===== config.mk =====
export PLATFORM = sky130hd
export DESIGN_NAME = approx_adder_pipe
export DESIGN_NICKNAME = d
export VERILOG_FILES = /design/src/rtl/approx_adder_pipe.sv
export SDC_FILE = /design/constraint.sdc
export NUM_CORES = 1
export LEC_CHECK = 0
export CAP_MARGIN = 40
export CORE_ASPECT_RATIO = 2
export CORE_MARGIN = 3
export CORE_UTILIZATION = 50
export CTS_CLUSTER_DIAMETER = 120
export DETAILED_ROUTE_END_ITERATION = 8
export PLACE_DENSITY = 0.77
export SLEW_MARGIN = 5
export SYNTH_ARGS = -nofsm -noshare
export SYNTH_HDL_FRONTEND = slang
export SYNTH_SLANG_ARGS = --single-unit

===== constraint.sdc =====
create_clock -name clk -period 3.4 [get_ports clk]
set_input_delay 0.51 -clock clk [delete_from_list [all_inputs] [get_ports clk]]
set_output_delay 0.51 -clock clk [all_outputs]
set_load 0.01 [all_outputs]

===== src/rtl/approx_adder_pipe.sv =====
// Pipelined approximate adder: the low K bits are OR-ed, the upper bits go through a
// Sklansky prefix adder whose levels are spread over STAGES registers behind a capture register.
module approx_adder_pipe #(
  parameter int WIDTH  = 32,
  parameter int STAGES = 2,
  parameter int SEG    = 4
) (
  input  logic             clk,
  input  logic             rst,
  input  logic             in_valid,
  output logic             in_ready,
  input  logic [WIDTH-1:0] a,
  input  logic [WIDTH-1:0] b,
  input  logic             ci,
  input  logic [2:0]       approx_level,
  input  logic [WIDTH-1:0] size_enable,
  output logic             out_valid,
  input  logic             out_ready,
  output logic [WIDTH-1:0] s,
  output logic             co,
  input  logic             stat_clr,
  output logic [31:0]      approx_ops,
  output logic [31:0]      total_ops
);

  // Position 0 of the prefix vectors is the carry-in; position i+1 is operand bit i.
  localparam int NB   = WIDTH + 1;
  localparam int LV   = $clog2(NB);
  localparam int PW   = 1 << LV;
  localparam int NMID = (STAGES > 1) ? STAGES - 1 : 1;

  typedef struct packed {
    logic [WIDTH-1:0] a;
    logic [WIDTH-1:0] b;
    logic             ci;
    logic [2:0]       lvl;
    logic [WIDTH-1:0] en;
  } beat_t;

  typedef struct packed {
    logic [PW-1:0]    g;
    logic [PW-1:0]    p;
    logic [WIDTH-1:0] h;
    logic [WIDTH-1:0] en;
  } pre_t;

  // Bits below K are killed (g=p=0) so the only carry entering bit K is a[K-1]&b[K-1].
  function automatic pre_t preprocess(beat_t x);
    pre_t y;
    int   k;
    k = int'(x.lvl) * SEG;
    if (k > WIDTH) k = WIDTH;
    y      = '0;
    y.en   = x.en;
    y.g[0] = (k == 0) ? x.ci : 1'b0;
    for (int i = 0; i < WIDTH; i++) begin
      if (i < k) begin
        y.h[i] = x.a[i] | x.b[i];
        if ((i == k - 1) && (k < WIDTH)) y.g[i+1] = x.a[i] & x.b[i];
      end else begin
        y.h[i]   = x.a[i] ^ x.b[i];
        y.g[i+1] = x.a[i] & x.b[i];
        y.p[i+1] = x.a[i] ^ x.b[i];
      end
    end
    return y;
  endfunction

  function automatic pre_t levels(pre_t x, int lo, int hi);
    pre_t y;
    pre_t t;
    int   j;
    y = x;
    for (int l = 0; l < LV; l++) begin
      if ((l >= lo) && (l < hi)) begin
        t = y;
        for (int i = 0; i < PW; i++) begin
          if (((i >> l) & 1) == 1) begin
            j      = ((i >> l) << l) - 1;
            t.g[i] = y.g[i] | (y.p[i] & y.g[j]);
            t.p[i] = y.p[i] & y.p[j];
          end
        end
        y = t;
      end
    end
    return y;
  endfunction

  // After the full tree, g[i] is the carry into operand bit i; g[WIDTH] is the carry-out.
  function automatic logic [WIDTH:0] finish_sum(pre_t x, int lo, int hi);
    pre_t y;
    y = levels(x, lo, hi);
    return {y.g[WIDTH], (y.h ^ y.g[WIDTH-1:0]) & y.en};
  endfunction

  beat_t            cap_q, cap_d;
  pre_t             mid_q [NMID];
  pre_t             mid_d [NMID];
  logic [STAGES:0]  vld_q, vld_d;
  logic [WIDTH-1:0] s_q, s_d;
  logic             co_q, co_d;
  logic [31:0]      tot_q, tot_d;
  logic [31:0]      apx_q, apx_d;
  logic             adv;
  logic             accept;

  // Handshake: a beat moves on in_valid && in_ready; every stage advances together only
  // when the output slot is empty or being taken (in_ready = !out_valid || out_ready).
  assign adv    = !vld_q[STAGES] || out_ready;
  assign accept = in_valid && adv;

  always_comb begin
    pre_t t;
    int   lo;
    int   hi;
    t     = '0;
    lo    = 0;
    hi    = 0;
    cap_d = cap_q;
    vld_d = vld_q;
    mid_d = mid_q;
    s_d   = s_q;
    co_d  = co_q;
    if (adv) begin
      cap_d.a   = a;
      cap_d.b   = b;
      cap_d.ci  = ci;
      cap_d.lvl = approx_level;
      cap_d.en  = size_enable;
      vld_d     = {vld_q[STAGES-1:0], in_valid};
      for (int j = 0; j < STAGES; j++) begin
        lo = (j * LV) / STAGES;
        hi = ((j + 1) * LV) / STAGES;
        if (j == 0) t = preprocess(cap_q);
        else        t = mid_q[(j == 0) ? 0 : j - 1];
        if (j == STAGES - 1) {co_d, s_d} = finish_sum(t, lo, hi);
        else                 mid_d[(j < NMID) ? j : 0] = levels(t, lo, hi);
      end
    end
  end

  // A clear on the same edge as an accept wins, so that beat is never counted.
  always_comb begin
    tot_d = tot_q;
    apx_d = apx_q;
    if (stat_clr) begin
      tot_d = '0;
      apx_d = '0;
    end else if (accept) begin
      if (tot_q != 32'hFFFF_FFFF) tot_d = tot_q + 32'd1;
      if ((approx_level != 3'd0) && (apx_q != 32'hFFFF_FFFF)) apx_d = apx_q + 32'd1;
    end
  end

  always_ff @(posedge clk) begin
    if (rst) begin
      cap_q <= '0;
      mid_q <= '{default: '0};
      vld_q <= '0;
      s_q   <= '0;
      co_q  <= 1'b0;
      tot_q <= '0;
      apx_q <= '0;
    end else begin
      cap_q <= cap_d;
      mid_q <= mid_d;
      vld_q <= vld_d;
      s_q   <= s_d;
      co_q  <= co_d;
      tot_q <= tot_d;
      apx_q <= apx_d;
    end
  end

  assign in_ready   = adv;
  assign out_valid  = vld_q[STAGES];
  assign s          = s_q;
  assign co         = co_q;
  assign total_ops  = tot_q;
  assign approx_ops = apx_q;

endmodule

==> out/metrics.cfg <==
[outcome]
outcome = finished clean

[synth]
ys_seq_area_frac = 0.4412
synth_warnings = 0
ys_types = 75
syn_area_per_cell_um2 = 7.954
synth-async-reset-ratio = 0
synth-edff-count = 0
syn_area_um2 = 14560
ys_seq_elements = 321
syn-num-nets = 2006
synth-main-ff-cell = dfxtp_1
netlist_instances = 1831

[routing]
drtIter0Drc = 887
vias = 13107
wl_per_cell_um = 15.64
drc_errors = 0
dr.pass1.iters = 4
viasPerCell = 5.587
ant_nets = 0
drt-total-wl_um = 36690

[power]
power.density_nw_per_um2 = 478.4
leakage_uw = 0.006866
ir_drop_v = 0.0005333

[clocking]
cts_htree_levels = 1
ctsHoldBuffers = 0
cts_tree = built
insertion_delay_ns = 0.56
root_buffer = clkbuf_16
cts_setup_buffers = 0
cts_resized = 0
clk_pin_slew_ns = 0.07
clkSinkCount = 321
cts_buffers = 29
clock_path_buffers = 3

[timing]
worst_pin_slew_ns = 1.064
skew_ns = 0.01153
fin_setup_tns_ns = 0
whs_ns = 0.2896
maxSlewHeadroom = 0.2908
final-hold-violation-count = 0
clock.fmax_mhz = 318.6
grt_setup_unrepaired = no
fin_crit_ns = 3.139
setup_viol = 0
slew_violations = 0
timing.final.crit_share = 0.9233

[final_layout]
drive_above_1_share = 0.05226
nNetsFinal = 2142
fill_cells = 2530
syn_to_final_growth_pct = 22.84
antennaDiodeCount = 0

[global_routing]
grt_max_degree = 260
grt.overflow.total = 0
antenna_found_initial = 0
grt_use_total = 0.2267
grt_pass1_vias = 12460
grt_pass1_wl_um = 60370

[min_path]
hp-class = in -> reg

[placed_design]
portBuffers = 203
post-dp-hpwl_um = 25330
place.gp.congestion = 0.8976

[die]
dieArea_um2 = 31340
io_pins = 204
fp.coreArea_um2 = 28410
dieHeight_um = 247.4
initial_utilization = 0.5126
core.rowCount = 87
die_x_um = 126.7

[worst_setup_path]
cp_max_fo = 11
cp.required_ns = 3.87
cp-end-kind = flop
criticalPathCategory = reg -> reg
cp-start-kind = flop
cp.arrival_ns = 3.61

[run]
maxCapViolCount = 0

[where the power goes]
group,internal [uW],switching [uW]
clock,2270,1510
sequential,3910,100
combinational,353,416
[cells by family after synthesis]
logic type,synth area share
AOI/OAI and AO/OA,0.1806
xor gates and xnor gates,0.02045
adders and majority gates,0.06014
buffers and inverters,0.05387
DFF,0.4412
muxes,0.001375
and+or+nand+nor,0.2424
[cell usage after synthesis (4+ instances only)]
cell	number	share of area
or4_1	17	0.0088
nand2_1	398	0.10
a31o_2	4	0.0024
a311oi_1	5	0.0030
and2_1	6	0.0026
o21ai_0	46	0.016
o2111ai_1	5	0.0030
nand4_1	23	0.0099
xnor2_1	19	0.011
a21o_1	5	0.0026
and4_1	10	0.0060
and3_1	9	0.0039
nand3_1	48	0.016
a211o_1	9	0.0054
buf_1	5	0.0013
o211ai_1	15	0.0077
nand3b_1	9	0.0046
xor2_1	15	0.0090
a211oi_1	24	0.012
nor2_1	112	0.029
a21oi_1	279	0.096
clkbuf_1	104	0.027
or3_1	31	0.013
o31ai_1	15	0.0077
ha_1	70	0.060
nor2b_1	4	0.0017
nor3_1	48	0.016
a22oi_1	7	0.0036
a31oi_1	9	0.0039
nor3b_1	10	0.0052
dfxtp_1	321	0.44
inv_1	75	0.019
[area by class of cell]
| class | count | area [um2] | share of cell area |
|---|---|---|---|
| repair buffers | 222 | 2243 | 0.1254 |
| clock buffers | 34 | 784.5 | 0.04385 |
| flip-flops and latches | 321 | 6426 | 0.3592 |
| well taps | 356 | 445.4 | 0.02490 |
| clock inverters | 20 | 330.3 | 0.01846 |
| multi-input cells | 1315 | 7361 | 0.4114 |
| inverters | 78 | 300.3 | 0.01678 |
[sequential cells by signal, indices dropped and copies added, names as in the netlist]
register and flops:
s 32, approx_ops 32, co 1, vld_q 3, cap_q 100, total_ops 32, mid_q 121
[critical path: stages (launching register included)]
cell and delay (ns):
dfxtp_1 0.52, inv_1 0.09, ha_1 0.24, ha_1 0.21
inv_1 0.06, ha_1 0.27, nor4bb_1 0.46, a311oi_1 0.27
o21ai_0 0.55, nand2_1 0.12, a311oi_1 0.26
[cell usage in the layout, fill, tap and decap left out, types with 4 or more instances in the layout]
cell / instances
a211o_1: 9
a211oi_1: 24
a21o_1: 5
a21oi_1: 279
a22oi_1: 7
a311oi_1: 5
a31o_2: 4
a31oi_1: 9
and2_1: 6
and3_1: 9
and4_1: 10
buf_4: 15
bufinv_16: 8
clkbuf_16: 29
clkbuf_8: 5
clkdlybuf4s50_1: 202
clkinv_4: 5
dfxtp_1: 321
ha_1: 70
inv_1: 75
nand2_1: 398
nand3_1: 48
nand3b_1: 9
nand4_1: 23
nor2_1: 112
nor3_1: 48
nor3b_1: 10
o2111ai_1: 5
o211ai_1: 15
o21ai_0: 46
o31ai_1: 15
or3_1: 31
or4_1: 17
xnor2_1: 19
xor2_1: 15
[through the flow]
step	setup slack, ns	power [uW]	area (um2)	utilization	std cells
final	0.2608	8559	17890	0.6297	2346
after global routing	0.03173	8881	17890	0.6297	2346
after CTS	0.3246	8634	17890	0.6297	2346
after detailed placement	0.3403	4858	16780	0.5905	2292
after global placement	0.5643	4826	16720	0.5885	2290
after floorplan	0.04055	4550	14560	-	1831
[metal layers]
layer | vias to the layer above | global-route usage | wire length (um)
li1 | 6585 | - | -
met2 | 334 | 0.4028 | 18450
met3 | 94 | 0.02369 | 1522
met4 | 0 | 0.1121 | 1788
met1 | 6094 | 0.2701 | 14920
met5 | - | 0 | 0
[path summary, 6_finish.rpt]
kind | start | depth (start not counted) | slack (ns) | endpoint
hold reg to reg | s[17]$_SDFFE_PP0N_ | 2 | 0.45 | s[17]$_SDFFE_PP0N_
hold / removal | rst | 2 | 0.29 | cap_q[67]$_SDFFE_PP0N_
setup / recovery | cap_q[33]$_SDFFE_PP0N_ | 10 | 0.26 | mid_q[148]$_SDFFE_PP0N_
setup reg to reg | cap_q[33]$_SDFFE_PP0N_ | 10 | 0.26 | mid_q[148]$_SDFFE_PP0N_
Note: power is estimated with default switching activity, not from simulation.
